`src/rtl/digit_scan_mux.sv`:
```
// Time-multiplexes NUM_DIGITS snapshot bytes onto one segment bus with blanking gaps.
// Optional hex-to-7-segment decode when DIGIT_DECODE_EN is defined.
module digit_scan_mux #(
  parameter int unsigned NUM_DIGITS   = 4,
  parameter int unsigned DWELL_CYCLES = 1000,
  parameter int unsigned BLANK_CYCLES = 4
) (
  input  logic                    clk,
  input  logic                    reset,
  input  logic                    enable,
  input  logic [NUM_DIGITS*8-1:0] digits_in,
  output logic [7:0]              seg_out,
  output logic [NUM_DIGITS-1:0]   dig_sel,
  output logic                    frame_done,
  input  logic                    scan_in0,
  input  logic                    scan_en,
  output logic                    scan_out0
);

  localparam int unsigned MaxCyc = (DWELL_CYCLES > BLANK_CYCLES) ? DWELL_CYCLES : BLANK_CYCLES;
  localparam int unsigned CntW   = $clog2(MaxCyc + 1);
  localparam int unsigned IdxW   = $clog2(NUM_DIGITS);

  localparam logic [CntW-1:0] DwellLast = CntW'(DWELL_CYCLES - 1);
  localparam logic [CntW-1:0] BlankLast = CntW'(BLANK_CYCLES - 1);
  localparam logic [IdxW-1:0] IdxLast   = IdxW'(NUM_DIGITS - 1);

  typedef enum logic [1:0] {StIdle, StBlank, StDrive} state_e;

  state_e                         state_q, state_d;
  logic [IdxW-1:0]                index_q, index_d;
  logic [CntW-1:0]                cnt_q, cnt_d;
  logic [NUM_DIGITS-1:0][7:0]     snap_q, snap_d;
  logic [7:0]                     seg_d;
  logic [NUM_DIGITS-1:0]          sel_d;
  logic                           done_d;

  // DFT ports are stitched later; they carry no function here.
  logic unused_scan;
  assign unused_scan = scan_in0 ^ scan_en;
  assign scan_out0   = 1'b0;

`ifdef DIGIT_DECODE_EN
  function automatic logic [6:0] hex_seg(input logic [3:0] hex);
    logic [6:0] s;
    s = '0;
    unique case (hex)
      4'h0: s = 7'h3F;
      4'h1: s = 7'h06;
      4'h2: s = 7'h5B;
      4'h3: s = 7'h4F;
      4'h4: s = 7'h66;
      4'h5: s = 7'h6D;
      4'h6: s = 7'h7D;
      4'h7: s = 7'h07;
      4'h8: s = 7'h7F;
      4'h9: s = 7'h6F;
      4'hA: s = 7'h77;
      4'hB: s = 7'h7C;
      4'hC: s = 7'h39;
      4'hD: s = 7'h5E;
      4'hE: s = 7'h79;
      4'hF: s = 7'h71;
    endcase
    return s;
  endfunction
`endif

  always_comb begin
    state_d = state_q;
    index_d = index_q;
    cnt_d   = cnt_q;
    snap_d  = snap_q;
    if (!enable) begin
      state_d = StIdle;
      index_d = '0;
      cnt_d   = '0;
    end else begin
      unique case (state_q)
        StIdle: begin
          state_d = StBlank;
          index_d = '0;
          cnt_d   = '0;
          snap_d  = digits_in;
        end
        StBlank: begin
          if (cnt_q == BlankLast) begin
            state_d = StDrive;
            cnt_d   = '0;
          end else begin
            cnt_d = cnt_q + 1'b1;
          end
        end
        StDrive: begin
          if (cnt_q == DwellLast) begin
            state_d = StBlank;
            cnt_d   = '0;
            // Wrapping to digit 0 starts a new frame: take a fresh coherent snapshot.
            if (index_q == IdxLast) begin
              index_d = '0;
              snap_d  = digits_in;
            end else begin
              index_d = index_q + 1'b1;
            end
          end else begin
            cnt_d = cnt_q + 1'b1;
          end
        end
        default: begin
          state_d = StIdle;
          index_d = '0;
          cnt_d   = '0;
        end
      endcase
    end
  end

  // Outputs are derived from next-state values so the registers match the state they accompany.
  always_comb begin
    seg_d  = '0;
    sel_d  = '0;
    done_d = 1'b0;
    if (state_d == StDrive) begin
      sel_d  = NUM_DIGITS'(1) << index_d;
`ifdef DIGIT_DECODE_EN
      seg_d  = {snap_d[index_d][7], hex_seg(snap_d[index_d][3:0])};
`else
      seg_d  = snap_d[index_d];
`endif
      done_d = (index_d == IdxLast) && (cnt_d == DwellLast);
    end
  end

  always_ff @(posedge clk or posedge reset) begin
    if (reset) begin
      state_q    <= StIdle;
      index_q    <= '0;
      cnt_q      <= '0;
      snap_q     <= '0;
      seg_out    <= '0;
      dig_sel    <= '0;
      frame_done <= 1'b0;
    end else begin
      state_q    <= state_d;
      index_q    <= index_d;
      cnt_q      <= cnt_d;
      snap_q     <= snap_d;
      seg_out    <= seg_d;
      dig_sel    <= sel_d;
      frame_done <= done_d;
    end
  end

endmodule

```
`config.mk`:
```
export PLATFORM = sky130hd
export DESIGN_NAME = digit_scan_mux
export DESIGN_NICKNAME = d
export VERILOG_FILES = /design/src/rtl/digit_scan_mux.sv
export SDC_FILE = /design/constraint.sdc
export NUM_CORES = 1
export LEC_CHECK = 0
export BUFFER_PORTS_ARGS = -buffer_cell sky130_fd_sc_hd__buf_2
export CAP_MARGIN = 25
export CORE_MARGIN = 5
export CORE_UTILIZATION = 45
export CTS_CLUSTER_DIAMETER = 30
export DETAILED_ROUTE_END_ITERATION = 10
export PLACE_DENSITY = 0.66
export SETUP_SLACK_MARGIN = 0.2
export SYNTH_ARGS = -nofsm -noshare
export SYNTH_HDL_FRONTEND = slang
export SYNTH_SLANG_ARGS = --single-unit
```
`constraint.sdc`:
```
create_clock -name clk -period 3.7 [get_ports clk]
set_clock_uncertainty 0.1 [all_clocks]
set_input_delay 0.37 -clock clk [delete_from_list [all_inputs] [get_ports clk]]
set_output_delay 0.37 -clock clk [all_outputs]
set_load 0.05 [all_outputs]
```
## Yosys cells after proc, flatten, opt, wreduce, memory -nomap -nowiden

Cells that the tools add are included.

- Bits in registers: 59
- Input bits: 37
- Output and inout port bits: 14
- Word-level logic and storage cells: 45

- Add/sub/neg operators: 2
- Magnitude comparators: 1
- Equal/unequal tests: 8
- Shifts and indexed selects: 1
- Mux-type cells: 21
- Reductions and logical operators: 2

Operators by type and width:

| kind | number |
|---|---|
| $mux 32 | 3 |
| $pmux 32 s2 | 1 |
| $mux 10 | 3 |
| $eq 10x10->1 const B | 2 |
| $pmux 10 s2 | 1 |
| $bmux 8 s2 | 1 |
| $mux 8 | 2 |
| $mux 2 | 6 |
| $add 10x1->10 const B | 1 |
| $eq 10x2->1 const B | 1 |
| $eq 2x2->1 const B | 4 |
| $pmux 2 s3 | 1 |
| $mux 4 | 1 |
| $pmux 2 s2 | 1 |
| $shl 1x2->4 const A | 1 |
| $lt 2x3->1 const B | 1 |
| $add 2x1->2 const B | 1 |
| $eq 2x1->1 const B | 1 |
| $logic_not 2->1 | 1 |
| $logic_and 1x1->1 | 1 |
| $mux 1 | 1 |

## Logic depth before layout (Yosys ltp)

- Depth in word-level cells: 8
- Mapped depth: 10
- Gate-level depth less buffers: 8

## Worst setup path after synthesis

Ideal clock, no wire load.

- Path type: reg2reg
- From: register cnt_q[0]
- To: register seg_out[3]
- Setup time: 126 ps
- Data arrival time: 2,200 ps
- Data required time: 3,474 ps
- Setup slack: 1,274 ps
- Cell stages (with the launch flop): 10
- Path buffers: 2
- Clock period less this slack: 2,426 ps
- Cells stage by stage: dfrtp_1 ha_1 nand2_1 or3_1 buf_6 mux2i_4 buf_6 mux2i_1 nor2_1 o311a_1

- Cells in the longest elaborated chain, start to end: 7
- Elaborated cells between the ends (all ways): 16
- Classes of those cells: eq/ne (3); mux (13)

Ends and longest elaborated chain:

| item | RTL line | text |
|---|---|---|
| from (decl) | 32 | `logic [CntW-1:0] cnt_q, cnt_d;` |
| from (signal assigned) | 146 | `cnt_q <= cnt_d;` |
| $eq 10x10->1 | 95 | `if (cnt_q == DwellLast) begin` |
| $mux 32 or $mux 2 (tied branches) | 95 |  |
| $pmux 32 s2 or $pmux 2 s2 (tied branches) | 79 | `unique case (state_q)` |
| $mux 32 or $mux 2 (tied branches) | 74 | `if (!enable) begin` |
| $bmux 8 s2 | 128 | `seg_d = snap_d[index_d];` |
| $mux 8 (implied by the code) | 128 |  |
| $mux 8 (*) | 123 | `if (state_d == StDrive) begin` |
| via seg_d[3] | 34 | `logic [7:0] seg_d;` |
| to (signal assigned) | 148 | `seg_out <= seg_d;` |
| to (decl) | 12 | `output logic [7:0] seg_out,` |

Mark *: on every way through the listed nets, which the timed path passes. The rest lies on a longest branch. The select of a mux whose other input is x is not followed.

## Worst setup path after layout

- From: register cnt_q[0]
- To: register seg_out[5]

Same word-level chain as after synthesis.

==> qor.yml <==
logic_synthesis:
  synth_top_flop_cell: "dfrtp_1"
  synth_fp_nets: 325
  synth-warning-count: 0
  synth_top_family_by_area: "compound AO/OA/AOI/OAI gates"
  synth-compound-area-share_pct: 19.9
  ys_ff_latch: 59
  synth_xor_area_share_pct: 2.38
  synth_cell_types: 44
  synth.yosys.seq_area_share_pct: 50.1
  synth.avg_cell_area_um2: 10.5
  yosys.area.top_type_share_pct: 50.1
  syn_area_um2: 2950
  synth-simple-area-share_pct: 15.8
  syn_inst: 282
  synth-edff-count: 0
  ys_top_cells_by_area: "dfrtp_1 50%, a22o_1 7.4%, nor2_1 3.7%"
  yosys.area_share.adder_pct: 2.55
  synth_top_area_cell: "dfrtp_1"
  synth-async-reset-ratio_pct: 100
  synthMuxAreaShare_pct: 3.48
cells_and_area:
  final_common_cell: "dfrtp_1"
  fillers: 571
  diodes: 0
  drive_above_1_share_pct: 21.9
  syn_to_final_growth_pct: 16.5
  mostFrequentLayoutCells: "59 x dfrtp_1, 47 x buf_2, 29 x nor2_1"
  design_area_um2: 3440
  nNetsFinal: 371
global_routing:
  overflow: 0
  grt_util_met2_pct: 26.2
  gr-usage-met3_pct: 4.96
  grt_pass1_vias: 2346
  grt_max_degree: 42
  grt_use_met1_pct: 24.1
  antenna_found_initial: 0
  grt_usage_pct: 17.5
  busiest_layer: "met2"
  grt_pass1_wl_um: 11500
clock_tree:
  htree_levels: 3
  clkLatencyLatePin_ps: 340
  post_cts_buffers: 0
  numCtsBuffers: 9
  cts_max_path_buffers: 2
  root_buffer: "clkbuf_8"
  cts_tree: "built"
  clock-sinks: 59
  clk_pin_slew_ps: 60
  cts_resized: 0
  cts_hold_buffers: 0
place:
  port_buffers: 47
  dp_hpwl_um: 4730
  post-place-ws_ps: 732
  postPlaceCellArea_um2: 3210
  gp_congestion: 0.845
worst_setup_path:
  reg2reg_depth: 7
  worstPathArrival_ps: 3100
  crit_path_max_fanout: 23
  cp.required_ps: 3820
  r2r_slack_ps: 710
  startpoint_type: "register"
  end_kind: "register"
  rr_endpoint: "seg_out[5]$_DFF_PP0_"
  r2r-start: "cnt_q[0]$_DFF_PP0_"
  criticalPathCategory: "register to register"
die:
  die_h_um: 91.0
  num_rows: 29
  io_pins: 51
  die_w_um: 91.0
  core_area_um2: 6350
  initial_core_util_pct: 46.4
  die_area_um2: 8270
route:
  dr.pass1.iters: 6
  routedWlPerCell_um: 16.6
  routed_wl_um: 6800
  drt-vias-per-instance: 5.71
  drt_iter0_drc: 154
  vias: 2340
  drtAntennaViolNets: 0
  drc: 0
sta:
  fin_setup_tns_ps: 0
  setup_violations: 0
  fmax_mhz: 335
  maxSlewHeadroom_pct: 43.2
  fin_ws_ps: 712
  rsz0062_at_grt: "no"
  tightest_slew_ps: 850
  layout_min_cycle_time_ps: 2990
  hold_viol: 0
  drv_slew: 0
  min_period_over_period_pct: 80.8
worst_hold_path:
  min_path_type: "primary input to asynchronous set/reset pin"
run:
  maxCapViolCount: 0
power_and_ir_drop:
  powerDensity_nw_per_um2: 454
  leakage_uw: 0.00167
  irDropWorstVdd_mv: 0.232
outcome:
  outcome: "complete, no violations"
worst max-delay path by stage:
stage,start,end,slack (ps),cells after the start
after floorplan,cnt_q[0]$_DFF_PP0_,seg_out[3]$_DFF_PP0_,1270,9
after global placement,cnt_q[0]$_DFF_PP0_,seg_out[5]$_DFF_PP0_,760,7
after detailed placement,cnt_q[0]$_DFF_PP0_,seg_out[5]$_DFF_PP0_,730,7
after CTS,cnt_q[0]$_DFF_PP0_,seg_out[5]$_DFF_PP0_,720,7
after global routing,cnt_q[0]$_DFF_PP0_,seg_out[7]$_DFF_PP0_,530,7
final,cnt_q[0]$_DFF_PP0_,seg_out[5]$_DFF_PP0_,710,7
power breakdown:
part           switching (uW)  total [uW]  internal, uW
registers                22.6         719           696
logic                    99.2         177          77.4
clock network             268         665           397
synth_stat cells (2+ instances only):
cell       count
a2bb2oi_1      7
nor2_1        29
o21ai_1        9
and2_1         3
xnor2_1        4
buf_6          5
buf_2          6
a22oi_1       10
ha_1           6
clkbuf_1       5
nand3b_1       2
nand3_1       15
and3_1         5
or4_1          2
or3_1          2
a22o_1        25
a21oi_1        4
nand2_1       20
xor2_1         4
nor3_1         4
o311a_1        8
o211ai_1       2
mux2i_1        8
o21ai_0        2
nor4_1         3
a31oi_1        2
nor3b_1        2
inv_1         14
dfrtp_1       59
worst max-delay path: stages, from the launching register on:
cell and delay [ps]:
dfrtp_1 410, ha_1 280, nand2_1 160, or3_1 550, mux2i_4 690, mux2i_1 260
nor2_1 60, o311a_1 370
metal layers:
metal / part of all wire (%) / wire length, um
met2: 47 / 3220
met5: 0 / 0
met3: 6.5 / 443
met4: 1.4 / 93
met1: 45 / 3050
stage by stage:
| stage | utilization (%) | total power [uW] | std cells | hold slack [ps] |
|---|---|---|---|---|
| 5_1_grt | 54.1 | 1640 | 410 | 133 |
| 6_report | 54.1 | 1560 | 410 | 103 |
| 2_1_floorplan | - | 854 | 282 | 333 |
| 3_5_place_dp | 50.5 | 907 | 394 | 371 |
| 3_3_place_gp | 50.5 | 901 | 394 | 348 |
| 4_1_cts | 54.1 | 1580 | 410 | 121 |
cells by family (layout without fill, tap and decap cells):
| kind of cell | Yosys count | after routing |
|---|---|---|
| XOR/XNOR | 8 | 8 |
| AO/OA/AOI/OAI | 75 | 75 |
| AND/OR/NAND/NOR | 92 | 92 |
| adder cells (fa/ha/maj) | 6 | 6 |
| buffers and inverters | 32 | 83 |
| flip-flops | 59 | 59 |
| multiplexers | 9 | 9 |
| other | 1 | 1 |
layout make-up:
cell class,instances,area [um^2],area share [%]
clock buffers,10,138,4.01
clock inverters,6,88.8,2.59
inverters,14,52.6,1.53
multi-input cells,191,1300,37.9
flip-flops and latches,59,1480,43.0
well taps,77,96.3,2.80
repair buffers,53,280,8.16
registers in the layout (all words and copies together) (netlist names):
name / cells
snap_q: 32
cnt_q: 10
dig_sel: 4
frame_done: 1
state_q: 2
index_q: 2
seg_out: 8
(Power assumes the default switching activity.)
